$ cat config.mk
export PLATFORM = sky130hd
export DESIGN_NAME = mc_ctrl_fsm_flat
export DESIGN_NICKNAME = d
export VERILOG_FILES = /design/src/rtl/mc_ctrl_fsm_if.sv /design/src/rtl/mc_ctrl_fsm.sv /design/src/flat_wrapper.sv
export SDC_FILE = /design/constraint.sdc
export NUM_CORES = 1
export LEC_CHECK = 0
export CAP_MARGIN = 30
export CORE_MARGIN = 2
export CORE_UTILIZATION = 36
export DETAILED_ROUTE_END_ITERATION = 10
export GPL_ROUTABILITY_DRIVEN = 0
export PLACE_DENSITY = 0.76
export SLEW_MARGIN = 15
export SYNTH_ARGS = -nofsm -noshare
export SYNTH_HDL_FRONTEND = slang
export SYNTH_SLANG_ARGS = --single-unit
$ cat constraint.sdc
create_clock -name clk -period 1.8 [get_ports clk]
set_clock_uncertainty 0.15 [all_clocks]
set_input_delay 0.18 -clock clk [delete_from_list [all_inputs] [get_ports clk]]
set_output_delay 0.18 -clock clk [all_outputs]
set_load 0.1 [all_outputs]
$ cat src/rtl/mc_ctrl_fsm_if.sv
// Control bundle between the multicycle controller and its datapath.
// The master side is the controller; the slave side is the datapath/memory.
interface mc_ctrl_fsm_if;
  logic [5:0] opcode;
  logic [5:0] funct;
  logic       zero;
  logic       mem_ready;
  logic [2:0] alu_ctrl;
  logic       alu_src_a;
  logic [2:0] alu_src_b;
  logic       i_or_d;
  logic       mem_rd;
  logic       mem_wr;
  logic       ir_wr;
  logic       pc_wr;
  logic [1:0] pc_src;
  logic       reg_wr;
  logic       reg_dst;
  logic       mem_to_reg;
  logic       illegal;
  logic [3:0] state;

  modport master (
    input  opcode, funct, zero, mem_ready,
    output alu_ctrl, alu_src_a, alu_src_b, i_or_d, mem_rd, mem_wr, ir_wr, pc_wr,
           pc_src, reg_wr, reg_dst, mem_to_reg, illegal, state
  );

  modport slave (
    output opcode, funct, zero, mem_ready,
    input  alu_ctrl, alu_src_a, alu_src_b, i_or_d, mem_rd, mem_wr, ir_wr, pc_wr,
           pc_src, reg_wr, reg_dst, mem_to_reg, illegal, state
  );
endinterface

$ cat src/rtl/mc_ctrl_fsm.sv
// Multicycle MIPS-subset controller: one state register, all control outputs
// decoded combinationally from state, opcode, funct, zero and mem_ready.
module mc_ctrl_fsm (
  input  logic          clk,
  input  logic          rst,
  mc_ctrl_fsm_if.master bus
);
  localparam logic [3:0] S_FETCH    = 4'd0;
  localparam logic [3:0] S_DECODE   = 4'd1;
  localparam logic [3:0] S_MEM_ADDR = 4'd2;
  localparam logic [3:0] S_MEM_RD   = 4'd3;
  localparam logic [3:0] S_WB_MEM   = 4'd4;
  localparam logic [3:0] S_MEM_WR   = 4'd5;
  localparam logic [3:0] S_EXEC_R   = 4'd6;
  localparam logic [3:0] S_WB_R     = 4'd7;
  localparam logic [3:0] S_BRANCH   = 4'd8;
  localparam logic [3:0] S_JUMP     = 4'd9;
  localparam logic [3:0] S_EXEC_I   = 4'd10;
  localparam logic [3:0] S_WB_I     = 4'd11;

  localparam logic [5:0] OP_RTYPE = 6'b000000;
  localparam logic [5:0] OP_LW    = 6'b100011;
  localparam logic [5:0] OP_SW    = 6'b101011;
  localparam logic [5:0] OP_BEQ   = 6'b000100;
  localparam logic [5:0] OP_J     = 6'b000010;
  localparam logic [5:0] OP_ORI   = 6'b001101;
  localparam logic [5:0] OP_LUI   = 6'b001111;

  localparam logic [5:0] FN_ADDU = 6'b100001;
  localparam logic [5:0] FN_SUBU = 6'b100011;
  localparam logic [5:0] FN_OR   = 6'b100101;

  logic [3:0] state_q, state_d;
  logic       r_ok;
  logic [2:0] r_alu;

  always_ff @(posedge clk or posedge rst) begin
    if (rst) state_q <= S_FETCH;
    else     state_q <= state_d;
  end

  assign bus.state = state_q;

  always_comb begin
    r_ok  = 1'b1;
    r_alu = 3'b000;
    case (bus.funct)
      FN_ADDU: r_alu = 3'b001;
      FN_SUBU: r_alu = 3'b010;
      FN_OR:   r_alu = 3'b011;
      default: r_ok  = 1'b0;
    endcase
  end

  always_comb begin
    state_d        = state_q;
    bus.alu_ctrl   = 3'b000;
    bus.alu_src_a  = 1'b0;
    bus.alu_src_b  = 3'b000;
    bus.i_or_d     = 1'b0;
    bus.mem_rd     = 1'b0;
    bus.mem_wr     = 1'b0;
    bus.ir_wr      = 1'b0;
    bus.pc_wr      = 1'b0;
    bus.pc_src     = 2'b00;
    bus.reg_wr     = 1'b0;
    bus.reg_dst    = 1'b0;
    bus.mem_to_reg = 1'b0;
    bus.illegal    = 1'b0;
    // Outputs are forced quiet while reset is held, even though state already reads FETCH.
    if (!rst) begin
      case (state_q)
        S_FETCH: begin
          bus.mem_rd    = 1'b1;
          bus.alu_src_b = 3'b001;
          bus.alu_ctrl  = 3'b001;
          bus.ir_wr     = bus.mem_ready;
          bus.pc_wr     = bus.mem_ready;
          if (bus.mem_ready) state_d = S_DECODE;
        end
        S_DECODE: begin
          bus.alu_src_b = 3'b011;
          bus.alu_ctrl  = 3'b001;
          case (bus.opcode)
            OP_RTYPE: begin
              if (r_ok) state_d = S_EXEC_R;
              else begin
                state_d     = S_FETCH;
                bus.illegal = 1'b1;
              end
            end
            OP_LW, OP_SW:   state_d = S_MEM_ADDR;
            OP_BEQ:         state_d = S_BRANCH;
            OP_J:           state_d = S_JUMP;
            OP_ORI, OP_LUI: state_d = S_EXEC_I;
            default: begin
              state_d     = S_FETCH;
              bus.illegal = 1'b1;
            end
          endcase
        end
        S_MEM_ADDR: begin
          bus.alu_src_a = 1'b1;
          bus.alu_src_b = 3'b010;
          bus.alu_ctrl  = 3'b001;
          state_d       = (bus.opcode == OP_SW) ? S_MEM_WR : S_MEM_RD;
        end
        S_MEM_RD: begin
          bus.mem_rd = 1'b1;
          bus.i_or_d = 1'b1;
          if (bus.mem_ready) state_d = S_WB_MEM;
        end
        S_WB_MEM: begin
          bus.reg_wr     = 1'b1;
          bus.mem_to_reg = 1'b1;
          state_d        = S_FETCH;
        end
        S_MEM_WR: begin
          bus.mem_wr = 1'b1;
          bus.i_or_d = 1'b1;
          if (bus.mem_ready) state_d = S_FETCH;
        end
        S_EXEC_R: begin
          bus.alu_src_a = 1'b1;
          bus.alu_ctrl  = r_alu;
          state_d       = S_WB_R;
        end
        S_WB_R: begin
          bus.reg_wr  = 1'b1;
          bus.reg_dst = 1'b1;
          state_d     = S_FETCH;
        end
        S_BRANCH: begin
          bus.alu_src_a = 1'b1;
          bus.alu_ctrl  = 3'b010;
          bus.pc_src    = 2'b01;
          bus.pc_wr     = bus.zero;
          state_d       = S_FETCH;
        end
        S_JUMP: begin
          bus.pc_src = 2'b10;
          bus.pc_wr  = 1'b1;
          state_d    = S_FETCH;
        end
        S_EXEC_I: begin
          if (bus.opcode == OP_LUI) begin
            bus.alu_src_b = 3'b101;
            bus.alu_ctrl  = 3'b000;
          end else begin
            bus.alu_src_a = 1'b1;
            bus.alu_src_b = 3'b100;
            bus.alu_ctrl  = 3'b011;
          end
          state_d = S_WB_I;
        end
        S_WB_I: begin
          bus.reg_wr = 1'b1;
          state_d    = S_FETCH;
        end
        default: state_d = S_FETCH;
      endcase
    end
  end
endmodule

$ cat src/flat_wrapper.sv
// flat-port wrapper written by rule: the top's interface ports become plain ports
module mc_ctrl_fsm_flat 
  (clk, rst, bus_opcode, bus_funct, bus_zero, bus_mem_ready, bus_alu_ctrl, bus_alu_src_a, bus_alu_src_b, bus_i_or_d, bus_mem_rd, bus_mem_wr, bus_ir_wr, bus_pc_wr, bus_pc_src, bus_reg_wr, bus_reg_dst, bus_mem_to_reg, bus_illegal, bus_state);
  mc_ctrl_fsm_if bus_i ();
  input  logic clk;
  input  logic rst;
  input wire logic [$bits(bus_i.opcode)-1:0] bus_opcode;
  input wire logic [$bits(bus_i.funct)-1:0] bus_funct;
  input wire logic [$bits(bus_i.zero)-1:0] bus_zero;
  input wire logic [$bits(bus_i.mem_ready)-1:0] bus_mem_ready;
  output wire logic [$bits(bus_i.alu_ctrl)-1:0] bus_alu_ctrl;
  output wire logic [$bits(bus_i.alu_src_a)-1:0] bus_alu_src_a;
  output wire logic [$bits(bus_i.alu_src_b)-1:0] bus_alu_src_b;
  output wire logic [$bits(bus_i.i_or_d)-1:0] bus_i_or_d;
  output wire logic [$bits(bus_i.mem_rd)-1:0] bus_mem_rd;
  output wire logic [$bits(bus_i.mem_wr)-1:0] bus_mem_wr;
  output wire logic [$bits(bus_i.ir_wr)-1:0] bus_ir_wr;
  output wire logic [$bits(bus_i.pc_wr)-1:0] bus_pc_wr;
  output wire logic [$bits(bus_i.pc_src)-1:0] bus_pc_src;
  output wire logic [$bits(bus_i.reg_wr)-1:0] bus_reg_wr;
  output wire logic [$bits(bus_i.reg_dst)-1:0] bus_reg_dst;
  output wire logic [$bits(bus_i.mem_to_reg)-1:0] bus_mem_to_reg;
  output wire logic [$bits(bus_i.illegal)-1:0] bus_illegal;
  output wire logic [$bits(bus_i.state)-1:0] bus_state;
  assign bus_i.opcode = bus_opcode;
  assign bus_i.funct = bus_funct;
  assign bus_i.zero = bus_zero;
  assign bus_i.mem_ready = bus_mem_ready;
  assign bus_alu_ctrl = bus_i.alu_ctrl;
  assign bus_alu_src_a = bus_i.alu_src_a;
  assign bus_alu_src_b = bus_i.alu_src_b;
  assign bus_i_or_d = bus_i.i_or_d;
  assign bus_mem_rd = bus_i.mem_rd;
  assign bus_mem_wr = bus_i.mem_wr;
  assign bus_ir_wr = bus_i.ir_wr;
  assign bus_pc_wr = bus_i.pc_wr;
  assign bus_pc_src = bus_i.pc_src;
  assign bus_reg_wr = bus_i.reg_wr;
  assign bus_reg_dst = bus_i.reg_dst;
  assign bus_mem_to_reg = bus_i.mem_to_reg;
  assign bus_illegal = bus_i.illegal;
  assign bus_state = bus_i.state;
  mc_ctrl_fsm u_core (.clk(clk), .rst(rst), .bus(bus_i));
endmodule
==> results of run 1 <==
synthesized netlist by cell type (all sizes together) (2+ instances only):
master  number
and4b        2
nor4         2
nor3         6
or2          2
nor2         6
clkbuf       5
a41oi        2
xor2         3
xnor2        2
o21ai        3
and2         2
buf          4
nand2       10
a21oi        8
a32oi        2
nand2b       2
dfrtp        4
nand3        2
nand4b       2
and3         6
inv          5
nor2b        6
a21boi       2
cell families after synthesis:
logic type               Yosys count
AO/OA/AOI/OAI                     29
XOR/XNOR                           5
adder cells (fa/ha/maj)            1
buffers and inverters             14
flip-flops                         4
other                              1
AND/OR/NAND/NOR                   55
metrics by stage:
stage / area [sq um] / instances / utilization, % / TNS [ns]
detailed placement: 1760 / 190 / 87.9 / -2.20
floorplan: 1050 / 109 / - / -5.68
global placement: 1760 / 190 / 87.9 / -1.36
==> impl_results.md, run 1 <==
* Status: did not finish
* Stopped at: clock tree synthesis (4_1_cts)
* Error: [ERROR DPL-0038] Utilization greater than 100%, impossible to legalize
* Die Span Y at 50.3 um
* Post-Synth Simple-Gate Area at 44.1%
* Largest area contributor in the netlist: dfrtp_1
* Resized Gates After CTS at 40
* Largest family of logic cells by synthesized area: simple AND/OR/NAND/NOR gates
* FF+latch count, synth at 4
* Post-synthesis xor/xnor area fraction at 5.67%
* Compound-Gate Fraction of Synth Area at 26.9%
* Yosys cell types at 49
* Synth warn at 0
* Clock root buffer: clkbuf_4
* Post CTS Setup Buffer Count at 17
* H-tree level count at 1
* Fraction of registers with async set/reset at 100%
* Initial core utilization at 38.6%
* Top post-synthesis cells by area: dfrtp_1 13%, a21oi_1 5.2%, and3_1 4.9%, nand2_1 4.9%, nor3_1 3.9%
* Main flop type after synthesis: dfrtp_1
* Total CTS buffers at 3
* Synth Cell Area at 772 sq um
* Cell count after synthesis at 109
* Cts-stage hold buffer count at 0
* Synth top area share at 13.0%
* Sequential fraction of the synthesis area at 13.0%
* # IOs at 38
* Clk sink count at 4
* IO buf count at 36
* Hpwl dp at 2700 um
* Adder-cell share of the synthesized area at 1.30%
* FP Rows at 16
* Maximum root-to-sink buffer count at 2
* Multiplexer area fraction after synthesis at 0%
* Net count after synthesis at 125
* Width of the chip at 50.3 um
* Post-place setup slack at -0.367 ns
* Post-synth EDFFs at 0
* Synth Area per Inst at 7.08 sq um
==> run 2: changes to the inputs <==
--- a/config.mk
+++ b/config.mk
@@ -6,11 +6,11 @@
 export NUM_CORES = 1
 export LEC_CHECK = 0
 export CAP_MARGIN = 30
-export CORE_MARGIN = 2
-export CORE_UTILIZATION = 36
+export CORE_AREA = 2 2 63 65
 export DETAILED_ROUTE_END_ITERATION = 10
+export DIE_AREA = 0 0 65 67
 export GPL_ROUTABILITY_DRIVEN = 0
-export PLACE_DENSITY = 0.76
+export PLACE_DENSITY_LB_ADDON = 0.15
 export SLEW_MARGIN = 15
 export SYNTH_ARGS = -nofsm -noshare
 export SYNTH_HDL_FRONTEND = slang
==> constraint.sdc (replaced) <==
create_clock -name clk -period 2.3 [get_ports clk]
set_clock_uncertainty 0.15 [all_clocks]
set_input_delay 0.23 -clock clk [delete_from_list [all_inputs] [get_ports clk]]
set_output_delay 0.23 -clock clk [all_outputs]
set_load 0.1 [all_outputs]
==> run 2 against run 1 <==
  * The run now ends clean
  * Synthesized area unchanged
  * Synthesized cell count unchanged
==> impl_results.md, run 2 <==
* Gr usage total at 13.1%
* Clk_lat worst skew at 0.22 ns
* Core ar. at 3610 sq um
* Commonest non-fill, non-tap cells in the layout: 17 x buf_12, 15 x clkdlybuf4s50_1, 9 x nand2_1
* FF+latch count, synth at 4
* RSZ-0062 raised after global routing: no
* P_leak at 0.567 nW
* Synth Area per Inst at 7.08 sq um
* Crit path kind: in -> out
* Post-DR wirelength/cell at 13.9 um
* Clk sink count at 4
* Reg power frac at 15.0%
* Synth warn at 0
* Total CTS buffers at 3
* Antenna violations before repair at 0
* Ratio of cells with drive above 1 in the final layout at 36.6%
* First-pass GRT wire length at 4550 um
* Setup violators final at 0
* Fraction of registers with async set/reset at 100%
* Post-synth EDFFs at 0
* Yosys cell types at 49
* Post-route DRC at 0
* IO buf count at 36
* Max-slew violation count at 0
* Fillcell total at 340
* Clock transition at path regs at 0.03 ns
* Post-place setup slack at 0.0425 ns
* Net count after synthesis at 125
* Width of the chip at 65 um
* Cell-internal power at 0.500 mW
* Multi-input gate area in the final layout at 757 sq um
* Post CTS Setup Buffer Count at 0
* Critical path data required time at 1.92 ns
* CP Capture Type: output pin
* Setup slack, reg-to-reg at 0.41 ns
* # IOs at 38
* Hpwl dp at 2090 um
* R2r worst-path depth at 4
* Worst-path fanout max at 5
* H-tree level count at 1
* Storage cell area at 115 sq um
* Sequential fraction of the synthesis area at 13.0%
* CTS tree: built
* Iteration-0 DRC Markers at 54
* Vias at 989
* Number of flip-flops in the largest register at 4
* Grt ovf at 0
* Largest area contributor in the netlist: dfrtp_1
* Cell count after synthesis at 109
* Top post-synthesis cells by count: 10 x nand2_1, 8 x a21oi_1, 6 x and3_1, 6 x nor2_1, 6 x nor3_1
* Max Freq at 458 MHz
* Type of origin of the critical path: primary input
* Full die area at 4360 sq um
* Largest net degree at the start of global routing at 22
* Maximum root-to-sink buffer count at 2
* Power Dens Cells at 717 nW/um^2
* Synth top area share at 13.0%
* Endpoint of the lowest-slack register-to-register path: u_core.bus.state[0]
* 1st-pass router iterations at 4
* Max-Cap Viols at 0
* Number of hold violations in the final report at 0
* Cts-stage hold buffer count at 0
* Layout Nets at 160
* Clock network power share at 13.3%
* Vias in the first global route at 954
* Critical Path AT at 1.80 ns
* FP Rows at 22
* Die Span Y at 67 um
* Final period utilization at 94.9%
* Main flop type after synthesis: dfrtp_1
* Cell with the most instances after synthesis: nand2_1
* Max VDD drop at 0.000309 V
* Routed vias/inst at 5.21
* Initial core utilization at 21.4%
* Routed WL at 2640 um
* Logic gate share of total power at 71.8%
* Setup WS post-layout at 0.117 ns
* P_sw at 0.601 mW
* Hold WS at 0.344 ns
* RR Startpoint: u_core.bus.state[0]
* Synth Cell Area at 772 sq um
* Routed Antenna Nets at 0
* Final min period at 2.18 ns
* Diode count at 0
* Top post-synthesis cells by area: dfrtp_1 13%, a21oi_1 5.2%, and3_1 4.9%, nand2_1 4.9%, nor3_1 3.9%
* Hold Crit Class: in -> async
* Commonest non-fill, non-tap cell in the layout: buf_12
* Status: completed
* Clock root buffer: clkbuf_8
* Switching share of power at 54.6%
* Syn-to-layout area delta at 98.9%
-- run 2: cell counts after synthesis --
No cell type changed its count.
-- run 2: power groups by stage --
stage          sequential [mW]  clock (mW)  combinational [mW]
2_1_floorplan            0.198           0               0.530
4_1_cts                  0.166       0.148               0.790
6_report                 0.165       0.146               0.790
3_3_place_gp             0.168           0               0.787
3_5_place_dp             0.167           0               0.789
5_1_grt                  0.172       0.155               0.825
-- run 2: layout make-up --
cell class / count / area share (%)
flip-flops and latches: 4 / 7.50
well taps: 48 / 3.91
clock buffers: 3 / 2.69
multi-input cells: 91 / 49.3
repair buffers: 39 / 35.4
inverters: 5 / 1.22
-- run 2: stage by stage --
step / setup TNS, ns / cell area, sq um / total power, mW / std cells / util, %
2_1_floorplan: -0.719 / 968 / 0.728 / 109 / -
5_1_grt: 0 / 1540 / 1.15 / 190 / 42.6
3_3_place_gp: 0 / 1490 / 0.955 / 187 / 41.3
4_1_cts: 0 / 1530 / 1.10 / 190 / 42.4
3_5_place_dp: 0 / 1490 / 0.956 / 187 / 41.3
6_report: 0 / 1540 / 1.10 / 190 / 42.6
-- run 2: what timing repair did --
item | CTS | global route
gates resized for setup | 0 | 1
setup endpoints to repair | 0 | 1
endpoints found under the hold margin | 0 | 0
-- run 2: layer usage --
layer / up-vias / GRT usage [%] / share of wire, % / wire length (um)
met1: 468 / 18.1 / 45 / 1200
met3: 2 / 2.53 / 6.4 / 170
li1: 477 / - / - / -
met2: 42 / 21.3 / 48 / 1250
met4: 0 / 2.39 / 0.61 / 16
met5: - / 0 / 0 / 0
-- run 2: kinds of logic (layout without fill, tap and decap cells) --
logic type | Yosys count | in the layout | share of synthesized area, %
adders and majority gates | 1 | 1 | 1.30
AOI/OAI and AO/OA | 29 | 29 | 26.9
xor gates and xnor gates | 5 | 5 | 5.67
other | 1 | 1 | 0.486
DFF | 4 | 4 | 13.0
and+or+nand+nor | 55 | 55 | 44.1
buffers and inverters | 14 | 47 | 8.59
-- run 2: worst max path at each step --
stage                             start                to  slack [ns]  depth (start not counted)
floorplan           u_core.bus.state[3]       bus_illegal       -0.31                          4
global placement          bus_opcode[4]  bus_alu_src_b[0]        0.07                          6
detailed placement        bus_opcode[4]  bus_alu_src_b[0]        0.04                          6
CTS                       bus_opcode[4]  bus_alu_src_b[0]        0.03                          6
global route               bus_funct[5]   bus_alu_ctrl[1]        0.04                          6
finish                    bus_opcode[4]   bus_alu_ctrl[0]        0.12                          6
-- run 2: critical path, stage by stage --
cell and delay, ns:
clkdlybuf4s50_1 0.54, or2_1 0.20, o31ai_1 0.08, a221o_1 0.37
a21oi_4 0.18, buf_12 0.19
Note: power is estimated with default switching activity, not from simulation.
==> run 3: changes to the inputs <==
--- a/config.mk
+++ b/config.mk
@@ -5,12 +5,14 @@
 export SDC_FILE = /design/constraint.sdc
 export NUM_CORES = 1
 export LEC_CHECK = 0
+export ABC_CLOCK_PERIOD_IN_PS = 2300
 export CAP_MARGIN = 30
 export CORE_AREA = 2 2 63 65
 export DETAILED_ROUTE_END_ITERATION = 10
 export DIE_AREA = 0 0 65 67
 export GPL_ROUTABILITY_DRIVEN = 0
 export PLACE_DENSITY_LB_ADDON = 0.15
+export RECOVER_POWER = 25
 export SLEW_MARGIN = 15
 export SYNTH_ARGS = -nofsm -noshare
 export SYNTH_HDL_FRONTEND = slang
==> run 3 against run 2 <==
  * Clock power barely moved
  * Register-to-register slack hardly changed
  * Maximum frequency about the same
  * Core utilization decreased by 0.21 points
  * Critical path depth did not move
  * Largest power group unchanged
  * Critical path type unchanged
  * Final cell count is the same
  * Sequential cell count did not move
  * Via count increased by 0.30%
  * Critical endpoint unchanged
==> impl_results.md, run 3 (synthesis gave the netlist of run 2 again) <==
* Vias at 992
* Final period utilization at 94.9%
* FP Rows at 22
* 1st-pass router iterations at 4
* Max-Cap Viols at 0
* Core ar. at 3610 sq um
* RSZ-0062 raised after global routing: no
* Clock network power share at 13.4%
* Cell-internal power at 0.494 mW
* Routed WL at 2630 um
* Ratio of cells with drive above 1 in the final layout at 36.6%
* Cell Area, Placed at 1490 sq um
* Hold Crit Class: in -> async
* Clk_lat worst skew at 0.22 ns
* Antenna violations before repair at 0
* Initial core utilization at 21.4%
* Max-slew violation count at 0
* Power Dens Cells at 716 nW/um^2
* Post-DR wirelength/cell at 13.8 um
* Clock transition at path regs at 0.03 ns
* Diode count at 0
* Critical path data required time at 1.92 ns
* Final min period at 2.18 ns
* Reg power frac at 15.1%
* Number of hold violations in the final report at 0
* Commonest non-fill, non-tap cells in the layout: 17 x buf_12, 15 x clkdlybuf4s50_1, 9 x nand2_1
* Slew HR at 64.2%
* Hpwl dp at 2090 um
* Clk sink count at 4
* Full die area at 4360 sq um
* Maximum root-to-sink buffer count at 2
* Gr usage total at 13.1%
* Max Freq at 458 MHz
* Largest net degree at the start of global routing at 22
* Cts-stage hold buffer count at 0
* Iteration-0 DRC Markers at 50
* P_leak at 0.564 nW
* Endpoint of the lowest-slack register-to-register path: u_core.bus.state[0]
* Number of flip-flops in the largest register at 4
* Die Span Y at 67 um
* Setup slack, reg-to-reg at 0.41 ns
* Grt ovf at 0
* First-pass GRT wire length at 4550 um
* RR Startpoint: u_core.bus.state[0]
* Least-Margin Pin Slew at 0.539 ns
* Total CTS buffers at 3
* Width of the chip at 65 um
* Clock root buffer: clkbuf_8
* H-tree level count at 1
* CTS tree: built
* Hold WS at 0.347 ns
* IO buf count at 36
* Layout Nets at 160
* Syn-to-layout area delta at 97.9%
* Max VDD drop at 0.000309 V
* Final instance area at 1530 sq um
* CP Capture Type: output pin
* Logic gate share of total power at 71.6%
* Post-route DRC at 0
* Commonest non-fill, non-tap cell in the layout: buf_12
* Vias in the first global route at 954
* Routed vias/inst at 5.22
* Setup violators final at 0
* Worst-path fanout max at 5
* P_sw at 0.600 mW
* Critical Path AT at 1.80 ns
* Switching share of power at 54.9%
* Routed Antenna Nets at 0
* R2r worst-path depth at 4
* Type of origin of the critical path: primary input
* Crit path kind: in -> out
* Status: completed
* # IOs at 38
-- run 3: cell types whose count changed in the layout (fill, tap and decap cells not counted) --
cell | before | now
buf_4 | 7 | 4
clkbuf_2 | 0 | 3
-- run 3: cell type report --
class,count,area [sq um]
well taps,48,60.1
repair buffers,39,536
clock buffers,3,41.3
multi-input cells,91,757
fillers,343,2080
flip-flops and latches,4,115
inverters,5,18.8
-- run 3: timing repair --
item | in CTS | in global routing
setup buffers | 0 | 0
endpoints found under the setup margin | 0 | 1
gates resized for setup | 0 | 1
-- run 3: how the worst max path moves through the flow --
stage | startpoint | to | slack (ns) | cells past startpoint
after floorplan | u_core.bus.state[3] | bus_illegal | -0.31 | 4
after global placement | bus_opcode[4] | bus_alu_src_b[0] | 0.07 | 6
after detailed placement | bus_opcode[4] | bus_alu_src_b[0] | 0.04 | 6
after CTS | bus_opcode[4] | bus_alu_src_b[0] | 0.03 | 6
after global routing | bus_funct[5] | bus_alu_ctrl[1] | 0.04 | 6
final | bus_opcode[4] | bus_alu_ctrl[0] | 0.12 | 6
-- run 3: per-stage QoR --
stage,setup slack [ns],power [mW],utilization [%],cells,setup TNS [ns]
2_1_floorplan,-0.313,0.728,-,109,-0.719
3_3_place_gp,0.0710,0.955,41.3,187,0
3_5_place_dp,0.0425,0.956,41.3,187,0
4_1_cts,0.0341,1.10,42.4,190,0
5_1_grt,0.0412,1.15,42.4,190,0
6_report,0.117,1.09,42.4,190,0
-- run 3: power by group through the flow --
stage,sequential (mW),clock (mW),combinational (mW)
after CTS,0.166,0.148,0.790
after global routing,0.172,0.155,0.819
after detailed placement,0.167,0,0.789
after global placement,0.168,0,0.787
after floorplan,0.198,0,0.530
final,0.165,0.146,0.783
-- run 3: routing by layer --
layer	track usage [%]	vias up	routed length (um)
met5	0	-	0
met4	2.39	0	16
met3	2.53	2	149
met2	21.3	36	1250
met1	18.1	474	1210
li1	-	480	-
-- run 3: critical path, cell delays in order --
cell	delay, ns
clkdlybuf4s50_1	0.54
or2_1	0.20
o31ai_1	0.08
a221o_1	0.37
a21oi_4	0.18
buf_12	0.19
==> run 4: changes to the inputs <==
--- a/config.mk
+++ b/config.mk
@@ -11,6 +11,7 @@
 export DETAILED_ROUTE_END_ITERATION = 10
 export DIE_AREA = 0 0 65 67
 export GPL_ROUTABILITY_DRIVEN = 0
+export GPL_TIMING_DRIVEN = 1
 export PLACE_DENSITY_LB_ADDON = 0.15
 export RECOVER_POWER = 25
 export SLEW_MARGIN = 15
==> results of run 4 <==
No change in the layout: final DEF, timing and power equal those of run 3.
